===== config.mk =====
export PLATFORM = sky130hd
export DESIGN_NAME = alu_ctrl_mc_flat
export DESIGN_NICKNAME = d
export VERILOG_FILES = /design/src/rtl/alu_ctrl_pkg.sv /design/src/rtl/alu_ctrl_mc_if.sv /design/src/rtl/alu_ctrl_dec.sv /design/src/rtl/alu_ctrl_mc.sv /design/src/flat_wrapper.sv
export SDC_FILE = /design/constraint.sdc
export NUM_CORES = 1
export LEC_CHECK = 0
export CAP_MARGIN = 0
export CORE_MARGIN = 5
export CORE_UTILIZATION = 55
export CTS_BUF_LIST = sky130_fd_sc_hd__clkbuf_4
export DETAILED_ROUTE_END_ITERATION = 10
export DONT_BUFFER_PORTS = 1
export GPL_TIMING_DRIVEN = 0
export PLACE_DENSITY = 0.7
export SKIP_CTS_REPAIR_TIMING = 1
export SLEW_MARGIN = 40
export SYNTH_ARGS = -nofsm -noshare
export SYNTH_HDL_FRONTEND = slang
export SYNTH_SLANG_ARGS = --single-unit

===== constraint.sdc =====
create_clock -name clk_i -period 2.15 [get_ports clk_i]
set_input_delay 0.43 -clock clk_i [delete_from_list [all_inputs] [get_ports clk_i]]
set_output_delay 0.43 -clock clk_i [all_outputs]
set_load 0.02 [all_outputs]

===== src/rtl/alu_ctrl_pkg.sv =====
// Shared encodings for the multi-cycle ALU controller: funct/ALUOp codes,
// ALU operation codes, result-mux selects, FSM state type and decode record.
package alu_ctrl_pkg;

    localparam logic [5:0] FN_ADD  = 6'b010010;
    localparam logic [5:0] FN_SUB  = 6'b010000;
    localparam logic [5:0] FN_AND  = 6'b010100;
    localparam logic [5:0] FN_OR   = 6'b010110;
    localparam logic [5:0] FN_NOT  = 6'b010101;
    localparam logic [5:0] FN_SLT  = 6'b100000;
    localparam logic [5:0] FN_SLL  = 6'b000000;
    localparam logic [5:0] FN_SRL  = 6'b000010;
    localparam logic [5:0] FN_SH6  = 6'b000110;
    localparam logic [5:0] FN_JR   = 6'b001000;
    localparam logic [5:0] FN_MULT = 6'b011000;
    localparam logic [5:0] FN_DIV  = 6'b011010;
    localparam logic [5:0] FN_MFHI = 6'b001010;
    localparam logic [5:0] FN_MFLO = 6'b001100;

    localparam logic [2:0] AOP_ADD_A = 3'b000;
    localparam logic [2:0] AOP_SUB_A = 3'b001;
    localparam logic [2:0] AOP_RTYPE = 3'b010;
    localparam logic [2:0] AOP_ADD_B = 3'b100;
    localparam logic [2:0] AOP_IMMUP = 3'b101;
    localparam logic [2:0] AOP_SUB_B = 3'b110;

    localparam logic [3:0] ALU_AND = 4'b0000;
    localparam logic [3:0] ALU_OR  = 4'b0001;
    localparam logic [3:0] ALU_ADD = 4'b0010;
    localparam logic [3:0] ALU_SH6 = 4'b0011;
    localparam logic [3:0] ALU_SUB = 4'b0110;
    localparam logic [3:0] ALU_SLT = 4'b0111;
    localparam logic [3:0] ALU_NOT = 4'b1010;
    localparam logic [3:0] ALU_SLL = 4'b0001;
    localparam logic [3:0] ALU_SRL = 4'b0000;
    localparam logic [3:0] ALU_NOP = 4'b0000;

    localparam logic [1:0] FUR_ALU   = 2'd0;
    localparam logic [1:0] FUR_SHIFT = 2'd1;
    localparam logic [1:0] FUR_IMMUP = 2'd2;
    localparam logic [1:0] FUR_HILO  = 2'd3;

    typedef enum logic [1:0] {
        IDLE = 2'd0,
        BUSY = 2'd1,
        DONE = 2'd2
    } state_t;

    typedef struct packed {
        logic [3:0] alu_op;
        logic [1:0] furslt;
        logic       jr;
        logic       hilo_sel;
        logic       is_md;
        logic       md_op;
        logic       illegal;
    } dec_t;

endpackage


===== src/rtl/alu_ctrl_mc_if.sv =====
// Instruction-side and control-side signals of the ALU controller.
interface alu_ctrl_mc_if #(
    parameter int FUNCT_W = 6,
    parameter int ALUOP_W = 3
);
    logic               valid_i;
    logic [FUNCT_W-1:0] funct_i;
    logic [ALUOP_W-1:0] ALUOp_i;
    logic               flush_i;
    logic [3:0]         ALU_operation_o;
    logic [1:0]         FURslt_o;
    logic               jr_o;
    logic               hilo_sel_o;
    logic               mdu_start_o;
    logic               mdu_op_o;
    logic               hilo_we_o;
    logic               stall_o;
    logic               illegal_o;

    modport master (
        output valid_i, funct_i, ALUOp_i, flush_i,
        input  ALU_operation_o, FURslt_o, jr_o, hilo_sel_o, mdu_start_o,
               mdu_op_o, hilo_we_o, stall_o, illegal_o
    );

    modport slave (
        input  valid_i, funct_i, ALUOp_i, flush_i,
        output ALU_operation_o, FURslt_o, jr_o, hilo_sel_o, mdu_start_o,
               mdu_op_o, hilo_we_o, stall_o, illegal_o
    );
endinterface


===== src/rtl/alu_ctrl_dec.sv =====
// Purely combinational decode of ALUOp/funct into ALU controls.
module alu_ctrl_dec
    import alu_ctrl_pkg::*;
#(
    parameter int FUNCT_W = 6,
    parameter int ALUOP_W = 3
) (
    input  logic [FUNCT_W-1:0] funct_i,
    input  logic [ALUOP_W-1:0] aluop_i,
    output dec_t               dec_o
);

    always_comb begin
        dec_o = '0;
        case (aluop_i)
            ALUOP_W'(AOP_ADD_A), ALUOP_W'(AOP_ADD_B): dec_o.alu_op = ALU_ADD;
            ALUOP_W'(AOP_SUB_A), ALUOP_W'(AOP_SUB_B): dec_o.alu_op = ALU_SUB;
            ALUOP_W'(AOP_IMMUP): dec_o.furslt = FUR_IMMUP;
            ALUOP_W'(AOP_RTYPE): begin
                case (funct_i)
                    FUNCT_W'(FN_ADD):  dec_o.alu_op = ALU_ADD;
                    FUNCT_W'(FN_SUB):  dec_o.alu_op = ALU_SUB;
                    FUNCT_W'(FN_AND):  dec_o.alu_op = ALU_AND;
                    FUNCT_W'(FN_OR):   dec_o.alu_op = ALU_OR;
                    FUNCT_W'(FN_NOT):  dec_o.alu_op = ALU_NOT;
                    FUNCT_W'(FN_SLT):  dec_o.alu_op = ALU_SLT;
                    FUNCT_W'(FN_SLL): begin
                        dec_o.alu_op = ALU_SLL;
                        dec_o.furslt = FUR_SHIFT;
                    end
                    FUNCT_W'(FN_SRL): begin
                        dec_o.alu_op = ALU_SRL;
                        dec_o.furslt = FUR_SHIFT;
                    end
                    FUNCT_W'(FN_SH6):  dec_o.alu_op = ALU_SH6;
                    FUNCT_W'(FN_JR):   dec_o.jr = 1'b1;
                    FUNCT_W'(FN_MULT): dec_o.is_md = 1'b1;
                    FUNCT_W'(FN_DIV): begin
                        dec_o.is_md = 1'b1;
                        dec_o.md_op = 1'b1;
                    end
                    FUNCT_W'(FN_MFHI): begin
                        dec_o.furslt   = FUR_HILO;
                        dec_o.hilo_sel = 1'b1;
                    end
                    FUNCT_W'(FN_MFLO): dec_o.furslt = FUR_HILO;
                    default:           dec_o.illegal = 1'b1;
                endcase
            end
            default: dec_o.alu_op = ALU_NOP;
        endcase
    end

endmodule


===== src/rtl/alu_ctrl_mc.sv =====
// ALU controller with registered decode and a mult/div sequencing FSM that
// stalls the front end while the multiply/divide unit is busy.
module alu_ctrl_mc
    import alu_ctrl_pkg::*;
#(
    parameter int FUNCT_W = 6,
    parameter int ALUOP_W = 3,
    parameter int MUL_LAT = 4,
    parameter int DIV_LAT = 8
) (
    input logic          clk_i,
    input logic          rst_i,
    alu_ctrl_mc_if.slave bus
);

    localparam int MAX_LAT = (MUL_LAT > DIV_LAT) ? MUL_LAT : DIV_LAT;
    localparam int CNT_W   = $clog2(MAX_LAT);

    dec_t             dec;
    state_t           state_q, state_d;
    logic [CNT_W-1:0] cnt_q, cnt_d, lat_load;
    logic [3:0]       alu_op_q, alu_op_d;
    logic [1:0]       furslt_q, furslt_d;
    logic             jr_q, jr_d, hilo_sel_q, hilo_sel_d;
    logic             mdu_start_q, mdu_start_d, mdu_op_q, mdu_op_d;
    logic             illegal_q, illegal_d;
    logic             stall, accept, md_accept;

    alu_ctrl_dec #(.FUNCT_W(FUNCT_W), .ALUOP_W(ALUOP_W)) u_dec (
        .funct_i (bus.funct_i),
        .aluop_i (bus.ALUOp_i),
        .dec_o   (dec)
    );

    // Flush kills whatever is presented in the same cycle as well.
    assign stall     = (state_q == BUSY);
    assign accept    = bus.valid_i && !stall && !bus.flush_i;
    assign md_accept = accept && dec.is_md;
    assign lat_load  = dec.md_op ? CNT_W'(DIV_LAT - 2) : CNT_W'(MUL_LAT - 2);

    always_comb begin
        state_d     = state_q;
        cnt_d       = cnt_q;
        alu_op_d    = alu_op_q;
        furslt_d    = furslt_q;
        hilo_sel_d  = hilo_sel_q;
        mdu_op_d    = mdu_op_q;
        jr_d        = 1'b0;
        illegal_d   = 1'b0;
        mdu_start_d = 1'b0;

        if (accept) begin
            alu_op_d   = dec.alu_op;
            furslt_d   = dec.furslt;
            hilo_sel_d = dec.hilo_sel;
            jr_d       = dec.jr;
            illegal_d  = dec.illegal;
            if (dec.is_md) begin
                mdu_start_d = 1'b1;
                mdu_op_d    = dec.md_op;
            end
        end

        case (state_q)
            IDLE, DONE: begin
                state_d = IDLE;
                if (md_accept) begin
                    state_d = BUSY;
                    cnt_d   = lat_load;
                end
            end
            BUSY: begin
                if (cnt_q == '0) state_d = DONE;
                else             cnt_d   = cnt_q - 1'b1;
            end
            default: state_d = IDLE;
        endcase

        if (bus.flush_i) begin
            state_d     = IDLE;
            cnt_d       = '0;
            alu_op_d    = '0;
            furslt_d    = '0;
            hilo_sel_d  = 1'b0;
            mdu_op_d    = 1'b0;
            jr_d        = 1'b0;
            illegal_d   = 1'b0;
            mdu_start_d = 1'b0;
        end
    end

    always_ff @(posedge clk_i or negedge rst_i) begin
        if (!rst_i) begin
            state_q     <= IDLE;
            cnt_q       <= '0;
            alu_op_q    <= '0;
            furslt_q    <= '0;
            hilo_sel_q  <= 1'b0;
            mdu_op_q    <= 1'b0;
            jr_q        <= 1'b0;
            illegal_q   <= 1'b0;
            mdu_start_q <= 1'b0;
        end else begin
            state_q     <= state_d;
            cnt_q       <= cnt_d;
            alu_op_q    <= alu_op_d;
            furslt_q    <= furslt_d;
            hilo_sel_q  <= hilo_sel_d;
            mdu_op_q    <= mdu_op_d;
            jr_q        <= jr_d;
            illegal_q   <= illegal_d;
            mdu_start_q <= mdu_start_d;
        end
    end

    assign bus.ALU_operation_o = alu_op_q;
    assign bus.FURslt_o        = furslt_q;
    assign bus.jr_o            = jr_q;
    assign bus.hilo_sel_o      = hilo_sel_q;
    assign bus.mdu_start_o     = mdu_start_q;
    assign bus.mdu_op_o        = mdu_op_q;
    assign bus.stall_o         = stall;
    assign bus.illegal_o       = illegal_q;
    // A flush landing in DONE must still cancel that cycle's HI/LO write.
    assign bus.hilo_we_o       = (state_q == DONE) && !bus.flush_i;

endmodule


===== src/flat_wrapper.sv =====
// flat-port wrapper written by rule: the top's interface ports become plain ports
module alu_ctrl_mc_flat import alu_ctrl_pkg::*;
#(
    parameter int FUNCT_W = 6,
    parameter int ALUOP_W = 3,
    parameter int MUL_LAT = 4,
    parameter int DIV_LAT = 8
)
  (clk_i, rst_i, bus_valid_i, bus_funct_i, bus_ALUOp_i, bus_flush_i, bus_ALU_operation_o, bus_FURslt_o, bus_jr_o, bus_hilo_sel_o, bus_mdu_start_o, bus_mdu_op_o, bus_hilo_we_o, bus_stall_o, bus_illegal_o);
  alu_ctrl_mc_if #(.FUNCT_W(FUNCT_W), .ALUOP_W(ALUOP_W)) bus_i ();
  input logic clk_i;
  input logic rst_i;
  input wire logic [$bits(bus_i.valid_i)-1:0] bus_valid_i;
  input wire logic [$bits(bus_i.funct_i)-1:0] bus_funct_i;
  input wire logic [$bits(bus_i.ALUOp_i)-1:0] bus_ALUOp_i;
  input wire logic [$bits(bus_i.flush_i)-1:0] bus_flush_i;
  output wire logic [$bits(bus_i.ALU_operation_o)-1:0] bus_ALU_operation_o;
  output wire logic [$bits(bus_i.FURslt_o)-1:0] bus_FURslt_o;
  output wire logic [$bits(bus_i.jr_o)-1:0] bus_jr_o;
  output wire logic [$bits(bus_i.hilo_sel_o)-1:0] bus_hilo_sel_o;
  output wire logic [$bits(bus_i.mdu_start_o)-1:0] bus_mdu_start_o;
  output wire logic [$bits(bus_i.mdu_op_o)-1:0] bus_mdu_op_o;
  output wire logic [$bits(bus_i.hilo_we_o)-1:0] bus_hilo_we_o;
  output wire logic [$bits(bus_i.stall_o)-1:0] bus_stall_o;
  output wire logic [$bits(bus_i.illegal_o)-1:0] bus_illegal_o;
  assign bus_i.valid_i = bus_valid_i;
  assign bus_i.funct_i = bus_funct_i;
  assign bus_i.ALUOp_i = bus_ALUOp_i;
  assign bus_i.flush_i = bus_flush_i;
  assign bus_ALU_operation_o = bus_i.ALU_operation_o;
  assign bus_FURslt_o = bus_i.FURslt_o;
  assign bus_jr_o = bus_i.jr_o;
  assign bus_hilo_sel_o = bus_i.hilo_sel_o;
  assign bus_mdu_start_o = bus_i.mdu_start_o;
  assign bus_mdu_op_o = bus_i.mdu_op_o;
  assign bus_hilo_we_o = bus_i.hilo_we_o;
  assign bus_stall_o = bus_i.stall_o;
  assign bus_illegal_o = bus_i.illegal_o;
  alu_ctrl_mc #(.FUNCT_W(FUNCT_W), .ALUOP_W(ALUOP_W), .MUL_LAT(MUL_LAT), .DIV_LAT(DIV_LAT)) u_core (.clk_i(clk_i), .rst_i(rst_i), .bus(bus_i));
endmodule

==> flow_metrics.py <==
metrics = {
    "synth": {
        "ys_ff_latch": 16,
        "synthMuxAreaShare": 0,
        "yosysSeqAreaShare": 0.371,
        "avgSynthCellArea_um2": 9.23,
        "synthAdderAreaFrac": 0.0232,
        "syn_nets": 132,
        "yosys.area_share.simple": 0.359,
        "synth_warnings": 0,
        "synthTopCellsByArea": "dfrtp_1 37%, a21oi_1 5.6%, nor4b_4 4.4%",
        "synth_top_family_by_area": "simple AND/OR/NAND/NOR gates",
        "synth-compound-area-share": 0.160,
        "ys_types": 47,
        "syn-instance-count": 117,
        "syn-cell-area_mm2": 0.00108,
        "synth_xor_area_frac": 0.0243,
        "yosysTopAreaCell": "dfrtp_1",
        "netlist.area_leader.share": 0.371,
    },
    "worst_hold_path": {
        "hp-class": "in2reg",
        "hold_end": "u_core.bus.ALU_operation_o[1]$_DFFE_PN0P_",
        "holdPathStages": 1,
        "min-delay-start": "bus_flush_i",
    },
    "setup_path": {
        "reg2reg_setup_slack_ps": 500,
        "max_stage_delay_ps": 630,
        "startpoint_type": "input pin",
        "cp.arrival_ps": 1290,
        "path_buf_inv": 1,
        "cp.required_ps": 1720,
        "cp_max_fo": 10,
        "r2r-start": "u_core.state_q[0]$_DFFE_PN0P_",
        "crit_slowest_cell": "nor3b_1",
        "crit_chain": "clkbuf_1, nor3b_1",
        "crit_type": "in2out",
        "r2r_end": "u_core.bus.ALU_operation_o[1]$_DFFE_PN0P_",
        "reg2reg_depth": 6,
        "crit_path_end_kind": "primary output",
        "crit_family": "simple AND/OR/NAND/NOR gates",
    },
    "global_routing": {
        "grt_use_total": 0.183,
        "grt_max_degree": 17,
        "grt_overflow": 0,
        "antenna_found_initial": 0,
        "grt_pass1_wl_um": 3970,
        "first_global_vias": 885,
    },
    "power": {
        "fin_total_pwr_mw": 0.556,
        "combPwrFrac": 0.141,
        "p_int_mw": 0.403,
        "powerDensity_mw_per_mm2": 483,
        "clkPwrFrac": 0.297,
        "p_seq_frac": 0.563,
        "ir_worst_vdd_mv": 0.334,
        "switching_share": 0.274,
        "p_leak_nw": 0.451,
        "p_sw_mw": 0.152,
    },
    "timing": {
        "worst_pin_slew_ps": 730,
        "skew_ps": 2.94,
        "clock.fmax_mhz": 580,
        "slew_violations": 0,
        "slew_headroom": 0.512,
        "whs_ps": 193,
        "rsz0062_at_grt": "false",
        "finalSetupViolCount": 0,
        "hold_viol_final": 0,
        "layout_worst_path_cycle_share": 0.802,
        "period_needed_ps": 1720,
        "tns_ps": 0,
    },
    "flow_run": {
        "maxCapViolations": 0,
    },
    "die": {
        "die-area_mm2": 0.00295,
        "initial_core_util": 0.562,
        "pin_count": 26,
        "core_mm2": 0.00192,
        "rows": 16,
        "die_w_um": 54.3,
        "die_h_um": 54.3,
    },
    "clock_network": {
        "clk_path_buf_depth": 2,
        "cts_tree": "yes",
        "cts-root-buf": "clkbuf_4",
        "clk_latency_ps": 280,
        "htree_num_levels": 1,
        "cts.clk_slew.worst_paths_ps": 90,
        "cts_sinks": 16,
        "cts_buffers": 3,
    },
    "routing": {
        "num_vias": 904,
        "drtPass1Iterations": 4,
        "initialDrtViolationCount": 15,
        "drc": 0,
        "wl_per_cell_um": 16.2,
        "drt-total-wl_um": 2420,
        "viasPerCell": 6.07,
        "ant_nets": 0,
    },
    "final_layout": {
        "final_common_cell": "dfrtp_1",
        "area_growth_pct": 6.49,
        "final_cell_mix": "16 x dfrtp_1, 12 x a21oi_1, 11 x nand2_1, 6 x nor2_1, 5 x nand3_1",
        "final_layout_size_suffix_gt1_frac": 0.148,
        "fin_area_mm2": 0.00115,
        "antenna_cells": 0,
        "fin_nets": 138,
    },
    "placed_design": {
        "dp_hpwl_um": 1730,
        "gp_congestion": 0.804,
        "post_dp_cell_area_mm2": 0.00111,
        "io_buffers": 0,
    },
    "outcome": {
        "outcome": "completed",
    },
}
-- worst max path at each step --
stage | start | end | slack [ps] | cells past startpoint
global placement | bus_flush_i | bus_hilo_we_o | 420 | 2
CTS | bus_flush_i | bus_hilo_we_o | 410 | 2
finish | bus_flush_i | bus_hilo_we_o | 430 | 2
global route | u_core.state_q[0]$_DFFE_PN0P_ | u_core.bus.ALU_operation_o[1]$_DFFE_PN0P_ | 330 | 6
floorplan | bus_flush_i | bus_hilo_we_o | 560 | 2
detailed placement | bus_flush_i | bus_hilo_we_o | 410 | 2
-- synthesized netlist by cell type, drive strengths merged --
cell type	count
dfrtp	16
a21oi	12
nand2	11
buf	6
nor2	6
nand3	5
nand4	5
inv	4
nor3b	4
a311oi	3
and2	3
clkbuf	3
nand2b	3
nand3b	3
nor4	3
nor4b	3
o21ai	3
ha	2
nor2b	2
nor3	2
or3b	2
xor2	2
a211o	1
a211oi	1
a31o	1
and2b	1
and3	1
nand4b	1
o2111ai	1
o311a	1
o31ai	1
o32ai	1
or2	1
or3	1
or4	1
xnor2	1
-- per-layer routing --
| layer | up-vias | GRT usage | part of all wire |
|---|---|---|---|
| met4 | 0 | 0.0622 | 0.014 |
| li1 | 440 | - | - |
| met3 | 6 | 0.0490 | 0.081 |
| met5 | - | 0 | 0 |
| met2 | 28 | 0.291 | 0.45 |
| met1 | 430 | 0.240 | 0.45 |
-- state kept, by name (all words and copies together) (netlist names) --
register	flops
u_core.bus.ALU_operation_o	4
u_core.cnt_q	3
u_core.bus.FURslt_o	2
u_core.state_q	2
u_core.bus.hilo_sel_o	1
u_core.bus.illegal_o	1
u_core.bus.jr_o	1
u_core.bus.mdu_op_o	1
u_core.bus.mdu_start_o	1
-- area by class of cell --
cell class                 instances  area (µm²)
fill                             179         772
multi-input combinational         88         612
sequential                        16         400
buffer                             9        52.6
tap                               27        33.8
clock buffer                       3        22.5
inverter                           4        15.0
timing repair buffer               1        10.0
clock inverter                     1        3.75
-- per-stage QoR --
step	setup WS, ps	std cells	util
floorplan	560	117	-
global placement	424	144	0.579
detailed placement	407	144	0.579
CTS	406	148	0.593
global route	333	149	0.598
finish	426	149	0.598
-- power groups by stage --
| stage | registers, mW | clock network [mW] | logic (mW) |
|---|---|---|---|
| 3_3_place_gp | 0.319 | 0 | 0.0689 |
| 2_1_floorplan | 0.318 | 0 | 0.0590 |
| 3_5_place_dp | 0.319 | 0 | 0.0704 |
| 6_report | 0.313 | 0.165 | 0.0781 |
| 5_1_grt | 0.314 | 0.186 | 0.0864 |
| 4_1_cts | 0.313 | 0.169 | 0.0704 |
-- cells by family (layout without fill, tap and decap cells) --
family                   Yosys count  in the layout
adder cells (fa/ha/maj)            2              2
buffers and inverters             13             18
flip-flops                        16             16
XOR/XNOR                           3              3
AND/OR/NAND/NOR                   58             58
AO/OA/AOI/OAI                     25             25
(Power assumes the default switching activity.)
